**src/rtl/vga_sched_pkg.sv**
```systemverilog
// Shared types and VGA vertical timing constants for the frame scheduler.
package vga_sched_pkg;

   localparam int CNT_W  = 10;   // raster counter width
   localparam int STAT_W = 16;   // frame/step statistic counter width

   localparam int V_SYNC   = 2;
   localparam int V_BACK   = 33;
   localparam int V_ACTIVE = 480;

   // Frame ticks a request may stay open before the watchdog drops it
   // (only used when SCHED_TIMEOUT_EN is defined).
   localparam int TIMEOUT_FRAMES = 4;

   // First blanking line (vblank start) and first active line.
   localparam logic [CNT_W-1:0] VB_START  = CNT_W'(V_SYNC + V_BACK + V_ACTIVE);
   localparam logic [CNT_W-1:0] ACT_START = CNT_W'(V_SYNC + V_BACK);

   typedef enum logic [1:0] {
      IDLE = 2'd0,
      WAIT = 2'd1,
      REQ  = 2'd2
   } sched_state_t;

   // True on the first pixel of the given line.
   function automatic logic line_start(input logic [CNT_W-1:0] h,
                                       input logic [CNT_W-1:0] v,
                                       input logic [CNT_W-1:0] line);
      return (h == '0) && (v == line);
   endfunction

endpackage

```
**src/rtl/frame_divider.sv**
```systemverilog
// Divides scheduler frame ticks down to the game-step rate.
// speed_div == 0 behaves like 1 (a step every frame).
module frame_divider
   import vga_sched_pkg::*;
#(
   parameter int DIV_W = 6
) (
   input  logic             clk,
   input  logic             rst_n,
   input  logic             clear,
   input  logic             advance,
   input  logic [DIV_W-1:0] speed_div,
   output logic             step_due
);

   logic [DIV_W-1:0] div_cnt;
   logic [DIV_W-1:0] eff_last;

   // Last count value of a step period; a lowered speed_div that lands
   // below the current count still fires instead of wrapping the counter.
   always_comb begin
      eff_last = (speed_div == '0) ? '0 : speed_div - DIV_W'(1);
      step_due = advance && (div_cnt >= eff_last);
   end

   // Frame counter within the current step period.
   always_ff @(posedge clk) begin
      if (!rst_n) begin
         div_cnt <= '0;
      end else if (clear || step_due) begin
         div_cnt <= '0;
      end else if (advance) begin
         div_cnt <= div_cnt + DIV_W'(1);
      end
   end

endmodule

```
**src/rtl/vga_frame_scheduler.sv**
```systemverilog
// Snake game frame scheduler: ticks once per frame at vblank start,
// divides frames to the game-step rate and runs a req/done handshake
// so game state only changes during vertical blanking.
// Optional watchdog: define SCHED_TIMEOUT_EN.
//
// Handshake: upd_req rises one cycle after a due frame_tick and stays
// high until the cycle upd_done is sampled high in REQ; upd_done at any
// other time is ignored, and a held-high upd_done retires one request
// per REQ entry.
module vga_frame_scheduler
   import vga_sched_pkg::*;
#(
   parameter int DIV_W = 6
) (
   input  logic              clk,
   input  logic              rst_n,
   input  logic [CNT_W-1:0]  h_count,
   input  logic [CNT_W-1:0]  v_count,
   input  logic              enable,
   input  logic              pause,
   input  logic [DIV_W-1:0]  speed_div,
   input  logic              upd_done,
   input  logic              clr_overrun,
   output logic              frame_tick,
   output logic              upd_req,
   output logic              busy,
   output logic              overrun,
   output logic              timeout,
   output logic [STAT_W-1:0] frame_cnt,
   output logic [STAT_W-1:0] step_cnt
);

   sched_state_t state;
   logic         vb_hit;
   logic         act_hit;
   logic         div_clear;
   logic         div_advance;
   logic         step_due;

   assign vb_hit      = line_start(h_count, v_count, VB_START);
   assign act_hit     = line_start(h_count, v_count, ACT_START);
   assign div_clear   = (state == IDLE);
   assign div_advance = (state == WAIT) && enable && frame_tick;

   frame_divider #(.DIV_W(DIV_W)) u_frame_divider (
      .clk       (clk),
      .rst_n     (rst_n),
      .clear     (div_clear),
      .advance   (div_advance),
      .speed_div (speed_div),
      .step_due  (step_due)
   );

   // Per-frame tick at vblank start, counted regardless of scheduler state.
   always_ff @(posedge clk) begin
      if (!rst_n) begin
         frame_tick <= 1'b0;
         frame_cnt  <= '0;
      end else begin
         frame_tick <= vb_hit;
         if (vb_hit) begin
            frame_cnt <= frame_cnt + STAT_W'(1);
         end
      end
   end

   // Sticky overrun: request still open when active video resumes; set beats clear.
   always_ff @(posedge clk) begin
      if (!rst_n) begin
         overrun <= 1'b0;
      end else if (upd_req && act_hit) begin
         overrun <= 1'b1;
      end else if (clr_overrun) begin
         overrun <= 1'b0;
      end
   end

`ifdef SCHED_TIMEOUT_EN
   localparam int WD_W = $clog2(TIMEOUT_FRAMES + 1);
   localparam logic [WD_W-1:0] WD_LAST = WD_W'(TIMEOUT_FRAMES - 1);
   logic [WD_W-1:0] wd_cnt;
`else
   assign timeout = 1'b0;
`endif

   // Scheduler FSM: raise a request on due frames, retire it on upd_done.
   always_ff @(posedge clk) begin
      if (!rst_n) begin
         state    <= IDLE;
         upd_req  <= 1'b0;
         busy     <= 1'b0;
         step_cnt <= '0;
`ifdef SCHED_TIMEOUT_EN
         wd_cnt   <= '0;
         timeout  <= 1'b0;
`endif
      end else begin
`ifdef SCHED_TIMEOUT_EN
         if (clr_overrun) begin
            timeout <= 1'b0;
         end
`endif
         case (state)
            IDLE: begin
               if (enable) begin
                  state <= WAIT;
               end
            end
            WAIT: begin
               if (!enable) begin
                  state <= IDLE;
               end else if (step_due && !pause) begin
                  state   <= REQ;
                  upd_req <= 1'b1;
                  busy    <= 1'b1;
`ifdef SCHED_TIMEOUT_EN
                  wd_cnt  <= '0;
`endif
               end
            end
            REQ: begin
               if (upd_done) begin
                  upd_req  <= 1'b0;
                  busy     <= 1'b0;
                  step_cnt <= step_cnt + STAT_W'(1);
                  state    <= enable ? WAIT : IDLE;
               end
`ifdef SCHED_TIMEOUT_EN
               else if (frame_tick) begin
                  if (wd_cnt == WD_LAST) begin
                     upd_req <= 1'b0;
                     busy    <= 1'b0;
                     timeout <= 1'b1;
                     state   <= WAIT;
                  end else begin
                     wd_cnt <= wd_cnt + WD_W'(1);
                  end
               end
`endif
            end
            default: begin
               state   <= IDLE;
               upd_req <= 1'b0;
               busy    <= 1'b0;
            end
         endcase
      end
   end

endmodule
```
**config.mk**
```make
export PLATFORM = sky130hd
export DESIGN_NAME = vga_frame_scheduler
export DESIGN_NICKNAME = d
export VERILOG_FILES = /design/src/rtl/vga_sched_pkg.sv /design/src/rtl/frame_divider.sv /design/src/rtl/vga_frame_scheduler.sv
export SDC_FILE = /design/constraint.sdc
export NUM_CORES = 1
export LEC_CHECK = 0
export ABC_AREA = 0
export ABC_CLOCK_PERIOD_IN_PS = 2870
export BUFFER_PORTS_ARGS = -buffer_cell sky130_fd_sc_hd__clkbuf_2
export CORE_MARGIN = 3
export CORE_UTILIZATION = 51
export DETAILED_ROUTE_END_ITERATION = 12
export HOLD_SLACK_MARGIN = 0.02
export PLACE_DENSITY = 0.86
export SLEW_MARGIN = 20
export SYNTH_ARGS = -nofsm -noshare
export SYNTH_HDL_FRONTEND = slang
export SYNTH_SLANG_ARGS = --single-unit
```
**constraint.sdc**
```tcl
create_clock -name clk -period 2.87 [get_ports clk]
set_input_delay 0.287 -clock clk [delete_from_list [all_inputs] [get_ports clk]]
set_output_delay 0.287 -clock clk [all_outputs]
set_load 0.02 [all_outputs]
```
# Yosys cells after proc, flatten, opt, wreduce, memory -nomap -nowiden
# Index checks and enable logic that the tools add are counted.
word_totals:
  ff_bits: 43
  latch_bits: 0
  mem_bits_rw: 0
  romBits: 0
  inputBits: 32
  out_inout_bits: 37
  mem_count: 0
classes:
  n_addsub: 4
  n_mul: 0
  div_mod_pow: 0
  order_cmp: 1
  n_eq_ne: 9
  n_shift: 0
  n_mux: 13
  n_bitwise: 2
  n_reduce_logical: 17
op_table:
  columns: ["operator", "n"]
  rows:
  - ["16-bit by 1-bit adder with 16-bit output (second input constant)", 2]
  - ["10-bit == test (second input constant)", 1]
  - ["10-bit by 6-bit == test with 1-bit output (second input constant)", 1]
  - ["10-bit logical NOT", 1]
  - ["2-bit 2-to-1 mux", 4]
  - ["1-bit logical AND", 7]
  - ["6-bit by 1-bit adder with 6-bit output (second input constant)", 1]
  - ["6-bit greater-or-equal comparator", 1]
  - ["6-bit logical NOT", 1]
  - ["1-bit 2-to-1 mux", 6]
  - ["6-bit 2-to-1 mux", 1]
  - ["2-bit != test (second input constant)", 3]
  - ["2-bit one-hot mux with 3 select lines", 1]
  - ["6-bit by 1-bit subtractor with 6-bit output (second input constant)", 1]
  - ["4-bit AND reduction", 1]
  - ["3-bit by 2-bit != test with 1-bit output (second input constant)", 1]
  - ["1-bit one-hot mux with 3 select lines", 1]
  - ["3-bit AND reduction", 1]
  - ["2-bit by 1-bit == test with 1-bit output (second input constant)", 1]
  - ["2-bit == test (second input constant)", 1]
  - ["2-bit logical NOT", 1]
  - ["2-bit by 1-bit != test with 1-bit output (second input constant)", 1]
  - ["1-bit inverter", 2]
  - ["2-bit AND reduction", 1]
  - ["other kinds (4)", 4]

# Depth between registers and ports, before layout
logic_depth:
  ltp_word: 8
  mapped_depth: 12
  ltp_nobuf: 12

# Cells and area by module
# From an unflattened synthesis, not the netlist that was laid out.
unflattened:
  hier_cells: 271
  hier_area_um2: 2353.5
modules_own_cells:
  columns: ["module", "instances", "cells_each", "area_each_um2", "seq_area_each_um2"]
  rows:
  - ["vga_frame_scheduler", 1, 211, 1825.5, 740.7]
  - ["frame_divider", 1, 60, 528.0, 120.1]

# Worst setup path before layout
# No wires, ideal clock.
synth_timing:
  path_kind: "input -> register"
  from: "in speed_div[0]"
  to: "reg u_frame_divider.div_cnt[2]"
  setup_ns: 0.133
  t_arrival_ns: 2.023
  path_slack_ns: 0.714
  stages: 11
  path_buffers: 0
  path_cell_list: "inv_1 -> ha_1 -> nand2b_1 -> nor2_1 -> nand2_1 -> mux2_2 -> ha_1 -> nand2_1 -> o221a_2 -> o221ai_1 -> nor2_1"
synth_between:
  elab_chain_cells: 6
  elab_cells_between_ends: 7
  cone_classes: "add/sub (1); order compare (1); mux (1); reduce/logical (4)"
synth_rtl:
  columns: ["element", "line", "text"]
  rows:
  - ["start, declared", "vga_frame_scheduler.sv:21", "input logic [DIV_W-1:0] speed_div,"]
  - ["6-bit by 1-bit subtractor with 6-bit output or 6-bit logical NOT (tied branches)", "frame_divider.sv:22", "eff_last = (speed_div == '0) ? '0 : speed_div - DIV_W'(1);"]
  - ["6-bit 2-to-1 mux (*)", "frame_divider.sv:22", null]
  - ["6-bit greater-or-equal comparator (*)", "frame_divider.sv:23", "step_due = advance && (div_cnt >= eff_last);"]
  - ["1-bit logical AND (*)", "frame_divider.sv:23", null]
  - ["1-bit logical OR (*)", "frame_divider.sv:30", "end else if (clear || step_due) begin"]
  - ["2-bit OR reduction (no source line) (*)", null, null]
  - ["end signal, assigned", "frame_divider.sv:33", "div_cnt <= div_cnt + DIV_W'(1);"]
  - ["end, declared", "frame_divider.sv:16", "logic [DIV_W-1:0] div_cnt;"]
# Every way passes the cells marked *; elsewhere a longest branch is shown, timed or not.
# A chain may end at the register's enable or synchronous reset.

# Final worst setup path
layout_timing:
  from: "in speed_div[0]"
  to: "reg u_frame_divider.div_cnt[1]"
# Same word-level chain as after synthesis.

==> impl_results.md <==
* Worst Hold Slack at 0.228 ns
* Setup TNS Final at 0 ns
* Final WL at 4930 um
* Die Wd at 73.5 um
* Layout cells sized above 1 at 0.253
* Max Freq at 453 MHz
* Final setup vio count at 0
* # resized after CTS at 0
* Nets@finish at 370
* Cell count after synthesis at 260
* Fill cells at 374
* Starting Density at 0.554
* Adder-cell area share of the yosys netlist at 0.0538
* CTS tree: built
* Pleak at 0.00129 uW
* #FFs+latches synth at 43
* Library cells used by synthesis at 40
* Grt total ovfl at 0
* Post-Synthesis Cell Area at 0.00233 mm^2
* Post-DRT Antenna Nets at 0
* Initial antenna violation count at 0
* Area share of the largest cell type after synthesis at 0.370
* Number of max-cap violations at 0
* Main combinational cell family by area after synthesis: simple AND/OR/NAND/NOR gates
* TritonRoute pass-1 iters at 4
* Top cells by count, synth: dfxtp_1, nand2_1, and2_1, xor2_1, nand3_1
* Number of synthesized flops with an enable pin at 0
* CP Class: input port to flop
* Ys flop type: dfxtp_1
* Critical path endpoint category: flop
* Highest net fanout along the worst path at 6
* Cts hold-fix bufs at 0
* Largest net degree at the start of global routing at 45
* Reg clk slew, reported paths at 0.08 ns
* Area leader, netlist: dfxtp_1
* Simple-gate share of the synthesized area at 0.357
* RSZ-0062 raised after global routing: false
* Fin. Hold Viols at 0
* Fin crit period at 2.21 ns
* Hpwl dp at 3760 um
* Final Core Density at 0.662
* Slew @ Worst Pin at 0.684 ns
* DR vias/cell at 5.32
* H-Tree Depth at 2
* First-pass GRT wire length at 8180 um
* Synth warn at 0
* Compound-gate portion of the synthesized area at 0.0581
* Post-route DRC at 0
* Clk_skew at 0.0101 ns
* Antenna Cells at 0
* Slew Limit Headroom at 0.544
* Inserted Clock Buffers at 5
* Core Region at 0.00420 mm^2
* Area delta synth->final at 19.6%
* GRT Resource Usage Total at 0.189
* GP Congestion at 0.830
* Height of the die at 73.5 um
* Min-delay worst type: input port to flop
* CTS Buffer Depth at 2
* I/O Pins at 69
* Crit start category: input port
* Critical path required time at 3.03 ns
* Avg WL per Cell at 13.1 um
* Worst-Skew Late Latency at 0.29 ns
* Seq/Total Area, Yosys at 0.370
* Crit path arrival time at 2.36 ns
* Vias in the first global route at 1869
* Via count at 2012
* Mapped Avg Cell Area at 8.95 um^2
* Row count at 23
* PortBufs at 67
* Max IR drop VDD at 0.325 mV
* Fin crit share at 0.770
* Ranking of synthesized cells by area: dfxtp_1, and2_1, xor2_1, ha_1, nand2_1
* Multiplexer share of the synthesized area at 0.0350
* Most frequent cell after synthesis: dfxtp_1
* Setup Fix Bufs, Post-CTS at 0
* Xor/xnor share of the synthesized area at 0.102
* Clk sinks at 43
* Total die area at 0.00541 mm^2
* Initial DRC count at 96
* Root Buffer: clkbuf_8
* Async S/R FF share, synth at 0
* Syn_nets at 302
* Status: finished clean
* Max-slew violation count at 0
* Power per cell area at 377 mW/mm^2
-- placed cells by master, fill, tap and decap left out, drive strengths merged, types with 5 or more instances in the layout --
| master | count |
|---|---|
| clkbuf | 73 |
| dfxtp | 43 |
| nand2 | 28 |
| and2 | 26 |
| xor2 | 16 |
| nand3 | 14 |
| nor2 | 11 |
| xnor2 | 11 |
| nand4 | 11 |
| ha | 10 |
| nand2b | 9 |
| nor4 | 9 |
| nor3 | 8 |
| mux2i | 7 |
| inv | 6 |
| a21oi | 6 |
| o21ai | 5 |
-- path summary, 6_finish.rpt --
check        slack [ns]                         end  depth (start not counted)                       start
max                0.66  u_frame_divider.div_cnt[1]                         12                speed_div[0]
min reg2reg        0.48               frame_cnt[15]                          2               frame_cnt[15]
max reg2reg        1.00  u_frame_divider.div_cnt[1]                          7  u_frame_divider.div_cnt[0]
min                0.23                    state[0]                          3                      enable
-- per-stage QoR --
stage / std cells / total power, uW / cell area (um^2) / worst slack, ns
finish: 378 / 1050 / 2780 / 0.661
global route: 378 / 1100 / 2780 / 0.477
CTS: 378 / 1060 / 2780 / 0.679
detailed placement: 371 / 681 / 2690 / 0.378
global placement: 371 / 679 / 2690 / 0.465
floorplan: 260 / 647 / 2330 / 0.714
-- critical path: stages --
cell	delay [ns]
clkbuf_2	0.09
inv_1	0.07
ha_1	0.22
nand2b_1	0.09
nor2_1	0.13
nand2_1	0.06
mux2_2	0.26
ha_1	0.29
nand2_1	0.05
o221a_2	0.29
o221ai_1	0.43
a21oi_1	0.10
-- cell families after synthesis --
logic type / count (synthesis)
adder cells (fa/ha/maj): 10
multiplexers: 8
XOR/XNOR: 27
buffers and inverters: 12
AND/OR/NAND/NOR: 138
other: 1
flip-flops: 43
AO/OA/AOI/OAI: 21
-- state kept, by name, summed over array words and instances, names as in the netlist --
register                 cells
frame_cnt                   16
frame_tick                   1
state                        2
busy                         1
step_cnt                    16
overrun                      1
u_frame_divider.div_cnt      6
-- power breakdown --
part | internal (uW) | switching (uW) | total [uW]
combinational | 32.4 | 36.5 | 68.9
sequential | 597 | 1.44 | 598
clock | 189 | 194 | 383
-- final cells by class --
cell class,count,area (um^2),share of cell area
Multi-Input combinational cell,205,1410,0.508
Sequential cell,43,861,0.309
Inverter,6,22.5,0.00810
Tap cell,50,62.6,0.0225
Clock inverter,1,5.00,0.00180
Clock buffer,6,82.6,0.0297
Timing Repair Buffer,67,335,0.121
-- per-layer routing --
layer / share of wire / wire, um / global-route usage / vias up
met5: 0 / 0 / 0 / -
met1: 0.46 / 2290 / 0.235 / 918
met2: 0.48 / 2360 / 0.322 / 40
met4: 0.015 / 76 / 0.0563 / 0
li1: - / - / - / 1046
met3: 0.042 / 209 / 0.0451 / 8
Note: power is estimated with default switching activity, not from simulation.
